`src/rtl/signal_event_capture_pkg.sv`:
```
// Shared types and defaults for the signal event capture block.
package signal_event_pkg;

  localparam int TS_W_DEF  = 16;
  localparam int DEPTH_DEF = 8;

  typedef enum logic [1:0] {
    ST_IDLE,
    ST_ARM,
    ST_RUN
  } state_t;

  // "time" is a keyword, so the timestamp field is named tstamp.
  typedef struct packed {
    logic                rise;
    logic [TS_W_DEF-1:0] tstamp;
  } event_t;

endpackage

```
`src/rtl/signal_event_capture_if.sv`:
```
// Event stream handshake: the capture block is the master, the consumer the slave.
interface signal_event_capture_if
  import signal_event_pkg::*;
#(
  parameter int TS_W = TS_W_DEF
);

  logic            ev_valid;
  logic            ev_ready;
  logic            ev_rise;
  logic [TS_W-1:0] ev_time;

  modport master (output ev_valid, ev_rise, ev_time, input ev_ready);
  modport slave  (input ev_valid, ev_rise, ev_time, output ev_ready);

endinterface

```
`src/rtl/signal_event_capture_event_fifo.sv`:
```
// First-word-fall-through FIFO; a write into a full FIFO is accepted only with a same-cycle read.
module event_fifo
  import signal_event_pkg::*;
#(
  parameter type T     = event_t,
  parameter int  DEPTH = DEPTH_DEF
) (
  input  logic clk,
  input  logic rst_n,
  input  logic wr_en,
  input  T     wr_data,
  input  logic rd_en,
  output T     rd_data,
  output logic full,
  output logic empty
);

  localparam int AW = $clog2(DEPTH);

  T              r_mem [DEPTH];
  logic [AW-1:0] r_wr_ptr;
  logic [AW-1:0] r_rd_ptr;
  logic [AW:0]   r_count;
  logic          w_do_wr;
  logic          w_do_rd;

  assign empty   = (r_count == '0);
  assign full    = (r_count == (AW+1)'(DEPTH));
  assign w_do_rd = rd_en && !empty;
  assign w_do_wr = wr_en && (!full || w_do_rd);
  assign rd_data = r_mem[r_rd_ptr];

  always_ff @(posedge clk or negedge rst_n) begin
    if (!rst_n) begin
      r_wr_ptr <= '0;
      r_rd_ptr <= '0;
      r_count  <= '0;
      for (int i = 0; i < DEPTH; i++) r_mem[i] <= '0;
    end else begin
      if (w_do_wr) begin
        r_mem[r_wr_ptr] <= wr_data;
        r_wr_ptr        <= r_wr_ptr + AW'(1);
      end
      if (w_do_rd) r_rd_ptr <= r_rd_ptr + AW'(1);
      case ({w_do_wr, w_do_rd})
        2'b10:   r_count <= r_count + (AW+1)'(1);
        2'b01:   r_count <= r_count - (AW+1)'(1);
        default: r_count <= r_count;
      endcase
    end
  end

endmodule

```
`src/rtl/signal_event_capture.sv`:
```
// Timestamps enabled edges of sig_in into an event FIFO, counting events lost to a full FIFO.
module signal_event_capture
  import signal_event_pkg::*;
#(
  parameter int TS_W  = TS_W_DEF,
  parameter int DEPTH = DEPTH_DEF
) (
  input  logic                          clk,
  input  logic                          rst_n,
  input  logic                          en,
  input  logic                          rise_en,
  input  logic                          fall_en,
  input  logic                          clr,
  input  logic                          sig_in,
  signal_event_capture_if.master        ev_if,
  output logic                          level,
  output logic                          overflow,
  output logic [7:0]                    drop_cnt
);

  typedef struct packed {
    logic            rise;
    logic [TS_W-1:0] tstamp;
  } ev_t;

  state_t          r_state;
  logic [TS_W-1:0] r_ts;
  logic            r_level;
  logic            r_overflow;
  logic [7:0]      r_drop_cnt;

  ev_t  w_wr_data;
  ev_t  w_head;
  logic w_push_req;
  logic w_pop;
  logic w_full;
  logic w_empty;
  logic w_drop;

  assign w_push_req = (r_state == ST_RUN) && (sig_in != r_level) && (sig_in ? rise_en : fall_en);
  assign w_pop      = ev_if.ev_ready && !w_empty;
  assign w_drop     = w_push_req && w_full && !w_pop;
  assign w_wr_data  = {sig_in, r_ts};

  // ARM only samples the line so an already-high sig_in is not reported as an edge.
  always_ff @(posedge clk or negedge rst_n) begin
    if (!rst_n) begin
      r_state <= ST_IDLE;
      r_level <= 1'b0;
    end else begin
      case (r_state)
        ST_IDLE: if (en) r_state <= ST_ARM;
        ST_ARM:  r_state <= en ? ST_RUN : ST_IDLE;
        ST_RUN:  if (!en) r_state <= ST_IDLE;
        default: r_state <= ST_IDLE;
      endcase
      if (r_state != ST_IDLE) r_level <= sig_in;
    end
  end

  always_ff @(posedge clk or negedge rst_n) begin
    if (!rst_n) r_ts <= '0;
    else        r_ts <= r_ts + TS_W'(1);
  end

  // A drop coinciding with clr survives the clear as a single count.
  always_ff @(posedge clk or negedge rst_n) begin
    if (!rst_n) begin
      r_overflow <= 1'b0;
      r_drop_cnt <= 8'd0;
    end else if (clr) begin
      r_overflow <= w_drop;
      r_drop_cnt <= {7'd0, w_drop};
    end else if (w_drop) begin
      r_overflow <= 1'b1;
      if (r_drop_cnt != 8'hFF) r_drop_cnt <= r_drop_cnt + 8'd1;
    end
  end

  event_fifo #(
    .T     (ev_t),
    .DEPTH (DEPTH)
  ) u_fifo (
    .clk     (clk),
    .rst_n   (rst_n),
    .wr_en   (w_push_req),
    .wr_data (w_wr_data),
    .rd_en   (ev_if.ev_ready),
    .rd_data (w_head),
    .full    (w_full),
    .empty   (w_empty)
  );

  assign ev_if.ev_valid = !w_empty;
  assign ev_if.ev_rise  = w_head.rise;
  assign ev_if.ev_time  = w_head.tstamp;
  assign level          = r_level;
  assign overflow       = r_overflow;
  assign drop_cnt       = r_drop_cnt;

endmodule

```
`src/flat_wrapper.sv`:
```
// flat-port wrapper written by rule: the top's interface ports become plain ports
module signal_event_capture_flat import signal_event_pkg::*;
#(
  parameter int TS_W  = TS_W_DEF,
  parameter int DEPTH = DEPTH_DEF
)
  (clk, rst_n, en, rise_en, fall_en, clr, sig_in, level, overflow, drop_cnt, ev_if_ev_valid, ev_if_ev_rise, ev_if_ev_time, ev_if_ev_ready);
  signal_event_capture_if #(.TS_W(TS_W)) ev_if_i ();
  input  logic clk;
  input  logic rst_n;
  input  logic en;
  input  logic rise_en;
  input  logic fall_en;
  input  logic clr;
  input  logic sig_in;
  output logic level;
  output logic overflow;
  output logic [7:0] drop_cnt;
  output wire logic [$bits(ev_if_i.ev_valid)-1:0] ev_if_ev_valid;
  output wire logic [$bits(ev_if_i.ev_rise)-1:0] ev_if_ev_rise;
  output wire logic [$bits(ev_if_i.ev_time)-1:0] ev_if_ev_time;
  input wire logic [$bits(ev_if_i.ev_ready)-1:0] ev_if_ev_ready;
  assign ev_if_ev_valid = ev_if_i.ev_valid;
  assign ev_if_ev_rise = ev_if_i.ev_rise;
  assign ev_if_ev_time = ev_if_i.ev_time;
  assign ev_if_i.ev_ready = ev_if_ev_ready;
  signal_event_capture #(.TS_W(TS_W), .DEPTH(DEPTH)) u_core (.clk(clk), .rst_n(rst_n), .en(en), .rise_en(rise_en), .fall_en(fall_en), .clr(clr), .sig_in(sig_in), .ev_if(ev_if_i), .level(level), .overflow(overflow), .drop_cnt(drop_cnt));
endmodule
```
`config.mk`:
```
export PLATFORM = sky130hd
export DESIGN_NAME = signal_event_capture_flat
export DESIGN_NICKNAME = d
export VERILOG_FILES = /design/src/rtl/signal_event_capture_pkg.sv /design/src/rtl/signal_event_capture_if.sv /design/src/rtl/signal_event_capture_event_fifo.sv /design/src/rtl/signal_event_capture.sv /design/src/flat_wrapper.sv
export SDC_FILE = /design/constraint.sdc
export NUM_CORES = 1
export LEC_CHECK = 0
export CAP_MARGIN = 20
export CORE_ASPECT_RATIO = 1.1
export CORE_MARGIN = 10
export CORE_UTILIZATION = 50
export CTS_CLUSTER_SIZE = 14
export DETAILED_ROUTE_END_ITERATION = 7
export GPL_ROUTABILITY_DRIVEN = 0
export PLACE_DENSITY_LB_ADDON = 0.25
export REMOVE_ABC_BUFFERS = 1
export SLEW_MARGIN = 20
export SYNTH_ARGS = -nofsm -noshare
export SYNTH_HDL_FRONTEND = slang
export SYNTH_SLANG_ARGS = --single-unit
```
`constraint.sdc`:
```
create_clock -name clk -period 7.8 [get_ports clk]
set_input_delay 0.78 -clock clk [delete_from_list [all_inputs] [get_ports clk]]
set_output_delay 0.78 -clock clk [all_outputs]
set_load 0.02 [all_outputs]
```
==> results_dict.tcl, run 1 <==
set metrics [dict create \
    status "complete, no violations" \
    grt_pass1_vias 4928 \
    start_kind "flip-flop" \
    synthArstFlopShare 1.00 \
    crit_fanout 24 \
    vias 4502 \
    synth_ff_type "dfrtp_1" \
    ys_warn_count 0 \
    yosys-top-cells-area "dfrtp_1 54%, mux2_2 21%, mux4_2 9.5%" \
    final_nets 568 \
    hold_viol 0 \
    cap_violations 0 \
    cts_resized 0 \
    max-slew-margin-rel 0.293 \
    dp_cells 734 \
    r2r_start "u_core.u_fifo.r_count[1]$_DFFE_PN0P_" \
    grt_antenna_before_repair 0 \
    whs_ns 0.464 \
    grt_use_total 0.153 \
    pin_count 36 \
    cp-startpoint "u_core.u_fifo.r_rd_ptr[0]$_DFFE_PN0P_" \
    finalNonFillerCells 765 \
    grt_max_degree 102 \
    synth-edff-count 0 \
    skew_ns 0.00925 \
    crit_type "flip-flop to output pin" \
    fin_tns_setup_ns 0 \
    dpl.hpwl_mm 9.54 \
    rsz0062_at_grt "false" \
    worstSkewPairLatency_ns 0.43 \
    cts-root-buf "clkbuf_16" \
    arrival_ns 3.03 \
    grt_pass1_wl_mm 26.3 \
    clkSinkCount 174 \
    ys_ff_latch 174 \
    placed_area_sq_mm 0.00852 \
    post_drt_wl_per_cell_um 20.6 \
    gr-total-overflow 0 \
    fp.dieW_um 141 \
    syn-cell-area_sq_mm 0.00809 \
    postCtsSetupRepairBufs 0 \
    final_area_sq_mm 0.00910 \
    synthCells 538 \
    ir_drop_mv 0.190 \
    period_share 0.488 \
    drtPass1Iterations 6 \
    worst_slew_pin_slew_ns 1.06 \
    area_growth_pct 12.4 \
    cp.required_ns 7.02 \
    antenna-diode-count 0 \
    core_sq_mm 0.0158 \
    min_period_ns 3.81 \
    cts_tree "yes" \
    pre_cts_ws_ns 4.12 \
    fmax_mhz 262 \
    drt_iter0_drc 246 \
    synth_top_area_share 0.538 \
    cts_inserted_buffers 17 \
    wl_mm 15.8 \
    power_density_mw_per_mm2 264 \
    min_path_type "primary input to async pin" \
    route.detailed.drc 0 \
    start_util 0.512 \
    synth-seq-area-share 0.538 \
    p_leak_uw 0.00432 \
    cts.htree.levels 4 \
    yosysTopAreaCell "dfrtp_1" \
    clk_pin_slew_ns 0.06 \
    clock_path_buffers 2 \
    ctsHoldBuffers 0 \
    vias_per_cell 5.88 \
    setup_ws_ns 3.99 \
    die_y_um 153 \
    setup_viol 0 \
    dieArea_sq_mm 0.0217 \
    endpoint_kind "output pin" \
    rows 48 \
    drtAntennaViolNets 0 \
    drive_above_1_share 0.404 \
    io_buffers 35 \
    syn_area_per_cell_sq_um 15.0 \
    ys_types 51 \
    drv_slew 0 \
]
-- cell type report --
cell class,count,area [sq um]
fill,1270,6700
sequential,174,4360
multi-input combinational,317,3520
clock buffer,21,460
timing repair buffer,39,382
tap,200,250
clock inverter,10,115
inverter,4,15.0
-- registers in the layout, indices dropped and copies added, names as in the netlist --
signal                  cells
u_core.u_fifo.r_mem       136
u_core.drop_cnt             8
u_core.u_fifo.r_rd_ptr      3
u_core.overflow             1
u_core.u_fifo.r_count       4
u_core.level                1
u_core.u_fifo.r_wr_ptr      3
u_core.r_state              2
u_core.r_ts                16
-- final timing paths --
path	end	slack (ns)	depth (start not counted)
hold / removal	u_core.u_fifo.r_mem[35]$_DFFE_PN0P_	0.46	1
setup reg to reg	u_core.u_fifo.r_count[2]$_DFFE_PN0P_	4.93	10
max in group asynchronous	u_core.u_fifo.r_mem[80]$_DFFE_PN0P_	5.85	2
setup / recovery	ev_if_ev_time[9]	3.99	4
min in group clk	u_core.u_fifo.r_mem[75]$_DFFE_PN0P_	0.49	1
hold reg to reg	u_core.u_fifo.r_mem[75]$_DFFE_PN0P_	0.49	1
-- placed cells by master (no fill, tap or decap), types with 3 or more instances in the layout --
cell type,count
dfrtp_1,173
mux2_2,149
mux4_2,34
clkdlybuf4s50_1,34
clkbuf_16,17
nand3_1,14
xnor2_1,14
nand2_1,9
xor2_1,9
mux2_1,8
nor2_1,7
ha_1,7
a21oi_1,6
and3_1,5
inv_1,4
buf_4,4
nand2b_1,3
nand4_1,3
and4_1,3
nand4_4,3
o21ai_0,3
o31ai_1,3
clkinvlp_4,3
clkinv_2,3
-- kinds of logic after synthesis --
family | share of synthesized area
multiplexers | 0.313
flip-flops | 0.538
AND/OR/NAND/NOR | 0.0632
buffers and inverters | 0.0272
AO/OA/AOI/OAI | 0.0227
XOR/XNOR | 0.0249
adder cells (fa/ha/maj) | 0.0108
-- Yosys cell counts, types with 7 or more instances --
cell type / count
buf_4: 10
clkbuf_1: 22
dfrtp_1: 174
ha_1: 7
mux2_1: 8
mux2_2: 149
mux4_2: 34
nand2_1: 9
nand3_1: 14
nor2_1: 7
xnor2_1: 14
xor2_1: 9
-- critical path, stage by stage, from the launching register on --
cell and delay (ns):
dfrtp_2 0.64, buf_4 0.54, mux4_2 0.57, mux2_2 0.30
clkdlybuf4s50_1 0.55
-- stage by stage --
step                 util  power, uW
finish              0.576       2400
global route        0.576       2520
CTS                 0.576       2430
detailed placement  0.539       1600
global placement    0.539       1580
floorplan               -       1430
-- layer usage --
| layer | GRT usage | vias to the layer above | share of wire |
|---|---|---|---|
| li1 | - | 2024 | - |
| met1 | 0.198 | 2388 | 0.46 |
| met2 | 0.242 | 68 | 0.49 |
| met3 | 0.0369 | 22 | 0.029 |
| met4 | 0.0561 | 0 | 0.015 |
| met5 | 0 | - | 0 |
-- report_power, final --
part / internal, uW / switching, uW / leakage [uW]
clock: 486 / 346 / 0.000275
combinational: 256 / 207 / 0.00167
sequential: 987 / 122 / 0.00238
total: 1730 / 675 / 0.00432
Power figures use the tool's default switching activity.
==> run 2, diff against run 1 <==
- clock period: 7.8 -> 3.8 ns (I/O delays scaled with it)
==> results_dict.tcl, run 2 (synthesis gave the netlist of run 1 again) <==
set metrics [dict create \
    cts_resized 0 \
    vias 4521 \
    clk_pin_slew_ns 0.06 \
    rows 48 \
    pin_count 36 \
    grt_antenna_before_repair 0 \
    worst_slew_pin_slew_ns 0.976 \
    endpoint_kind "output pin" \
    cap_violations 0 \
    grt_pass1_vias 5006 \
    drtPass1Iterations 4 \
    min_path_type "primary input to async pin" \
    drt_iter0_drc 213 \
    whs_ns 0.0680 \
    top_register "u_core.u_fifo.r_mem" \
    dpl.hpwl_mm 9.60 \
    io_buffers 35 \
    max-slew-margin-rel 0.349 \
    drive_above_1_share 0.411 \
    drv_slew 0 \
    status "complete, no violations" \
    p_leak_uw 0.00436 \
    crit_fanout 14 \
    arrival_ns 2.76 \
    start_kind "flip-flop" \
    worstSkewPairLatency_ns 0.43 \
    wl_mm 15.6 \
    cts_inserted_buffers 17 \
    clock_path_buffers 2 \
    pre_cts_ws_ns 0.787 \
    min_period_ns 3.14 \
    power_density_mw_per_mm2 548 \
    ctsHoldBuffers 0 \
    fmax_mhz 319 \
    fp.dieW_um 141 \
    largest_reg_flops 136 \
    cp.required_ns 3.42 \
    setup_ws_ns 0.662 \
    setup_viol 0 \
    grt_pass1_wl_mm 26.7 \
    cts-root-buf "clkbuf_16" \
    core_sq_mm 0.0158 \
    crit_path_cell_trace "buf_4, mux4_2, mux2_2, clkdlybuf4s50_1" \
    final_cell_mix "173 x dfrtp_1, 149 x mux2_2, 34 x mux4_2, 34 x clkdlybuf4s50_1, 17 x clkbuf_16" \
    drtAntennaViolNets 0 \
    area_growth_pct 13.4 \
    period_share 0.826 \
    skew_ns 0.00650 \
    rsz0062_at_grt "false" \
    cts_tree "yes" \
    die_y_um 153 \
    start_util 0.512 \
    postCtsSetupRepairBufs 0 \
    route.detailed.drc 0 \
    grt_use_total 0.155 \
    final_nets 574 \
    dieArea_sq_mm 0.0217 \
    grt_max_degree 110 \
    fin_tns_setup_ns 0 \
    cp_slowest_cell "dfrtp_2" \
    gr-total-overflow 0 \
    vias_per_cell 5.86 \
    final_common_cell "dfrtp_1" \
    hold_viol 0 \
    max_stage_delay_ns 0.68 \
    antenna-diode-count 0 \
    crit_type "flip-flop to output pin" \
    ir_drop_mv 0.401 \
    post_drt_wl_per_cell_um 20.2 \
    clkSinkCount 174 \
    cts.htree.levels 4 \
]
## run 2: cell count changes in the layout (fill, tap and decap cells not counted), sizes merged
cell | previous run | this run
clkinvlp | 3 | 4
buf | 5 | 11
bufinv | 2 | 3
clkinv | 5 | 4
## run 2: layout make-up
type                       instances  area, sq um
fill                            1232         6620
clock inverter                    11          140
tap                              200          250
multi-input combinational        317         3520
clock buffer                      21          460
inverter                           4         15.0
timing repair buffer              45          439
sequential                       174         4360
## run 2: power by group
part	internal, uW	total (uW)	switching (uW)
clock network	1060	1750	691
registers	2030	2240	211
logic	561	1040	478
total	3650	5030	1380
## run 2: through the flow
step	util	std cells	total power [uW]	area, sq um
6_report	0.581	772	5030	9180
5_1_grt	0.581	772	5290	9180
4_1_cts	0.581	772	5100	9180
3_5_place_dp	0.543	740	3330	8580
3_3_place_gp	0.543	740	3290	8580
2_1_floorplan	-	495	2940	7890
## run 2: path summary, 6_finish.rpt
| kind | slack (ns) | cells after the start | startpoint | to |
|---|---|---|---|---|
| min | 0.07 | 1 | rst_n | u_core.u_fifo.r_mem[37]$_DFFE_PN0P_ |
| min reg2reg | 0.49 | 1 | u_core.u_fifo.r_mem[54]$_DFFE_PN0P_ | u_core.u_fifo.r_mem[54]$_DFFE_PN0P_ |
| max reg2reg | 1.12 | 11 | u_core.u_fifo.r_count[1]$_DFFE_PN0P_ | u_core.u_fifo.r_count[2]$_DFFE_PN0P_ |
| min in group clk | 0.49 | 1 | u_core.u_fifo.r_mem[54]$_DFFE_PN0P_ | u_core.u_fifo.r_mem[54]$_DFFE_PN0P_ |
| max | 0.66 | 4 | u_core.u_fifo.r_rd_ptr[0]$_DFFE_PN0P_ | ev_if_ev_time[13] |
| max in group asynchronous | 2.62 | 2 | rst_n | u_core.u_fifo.r_mem[63]$_DFFE_PN0P_ |
## run 2: metal layers
layer	GRT usage	vias up	wire [um]
li1	-	2035	-
met1	0.194	2395	7050
met2	0.251	71	7760
met3	0.0425	20	560
met4	0.0561	0	256
met5	0	-	0
## run 2: worst max-delay path, delay by kind of cell, from the launching register on
| family | cells | cell delay [ns] |
|---|---|---|
| buffers and inverters | 2 | 0.84 |
| DFF | 1 | 0.68 |
| muxes | 2 | 0.81 |
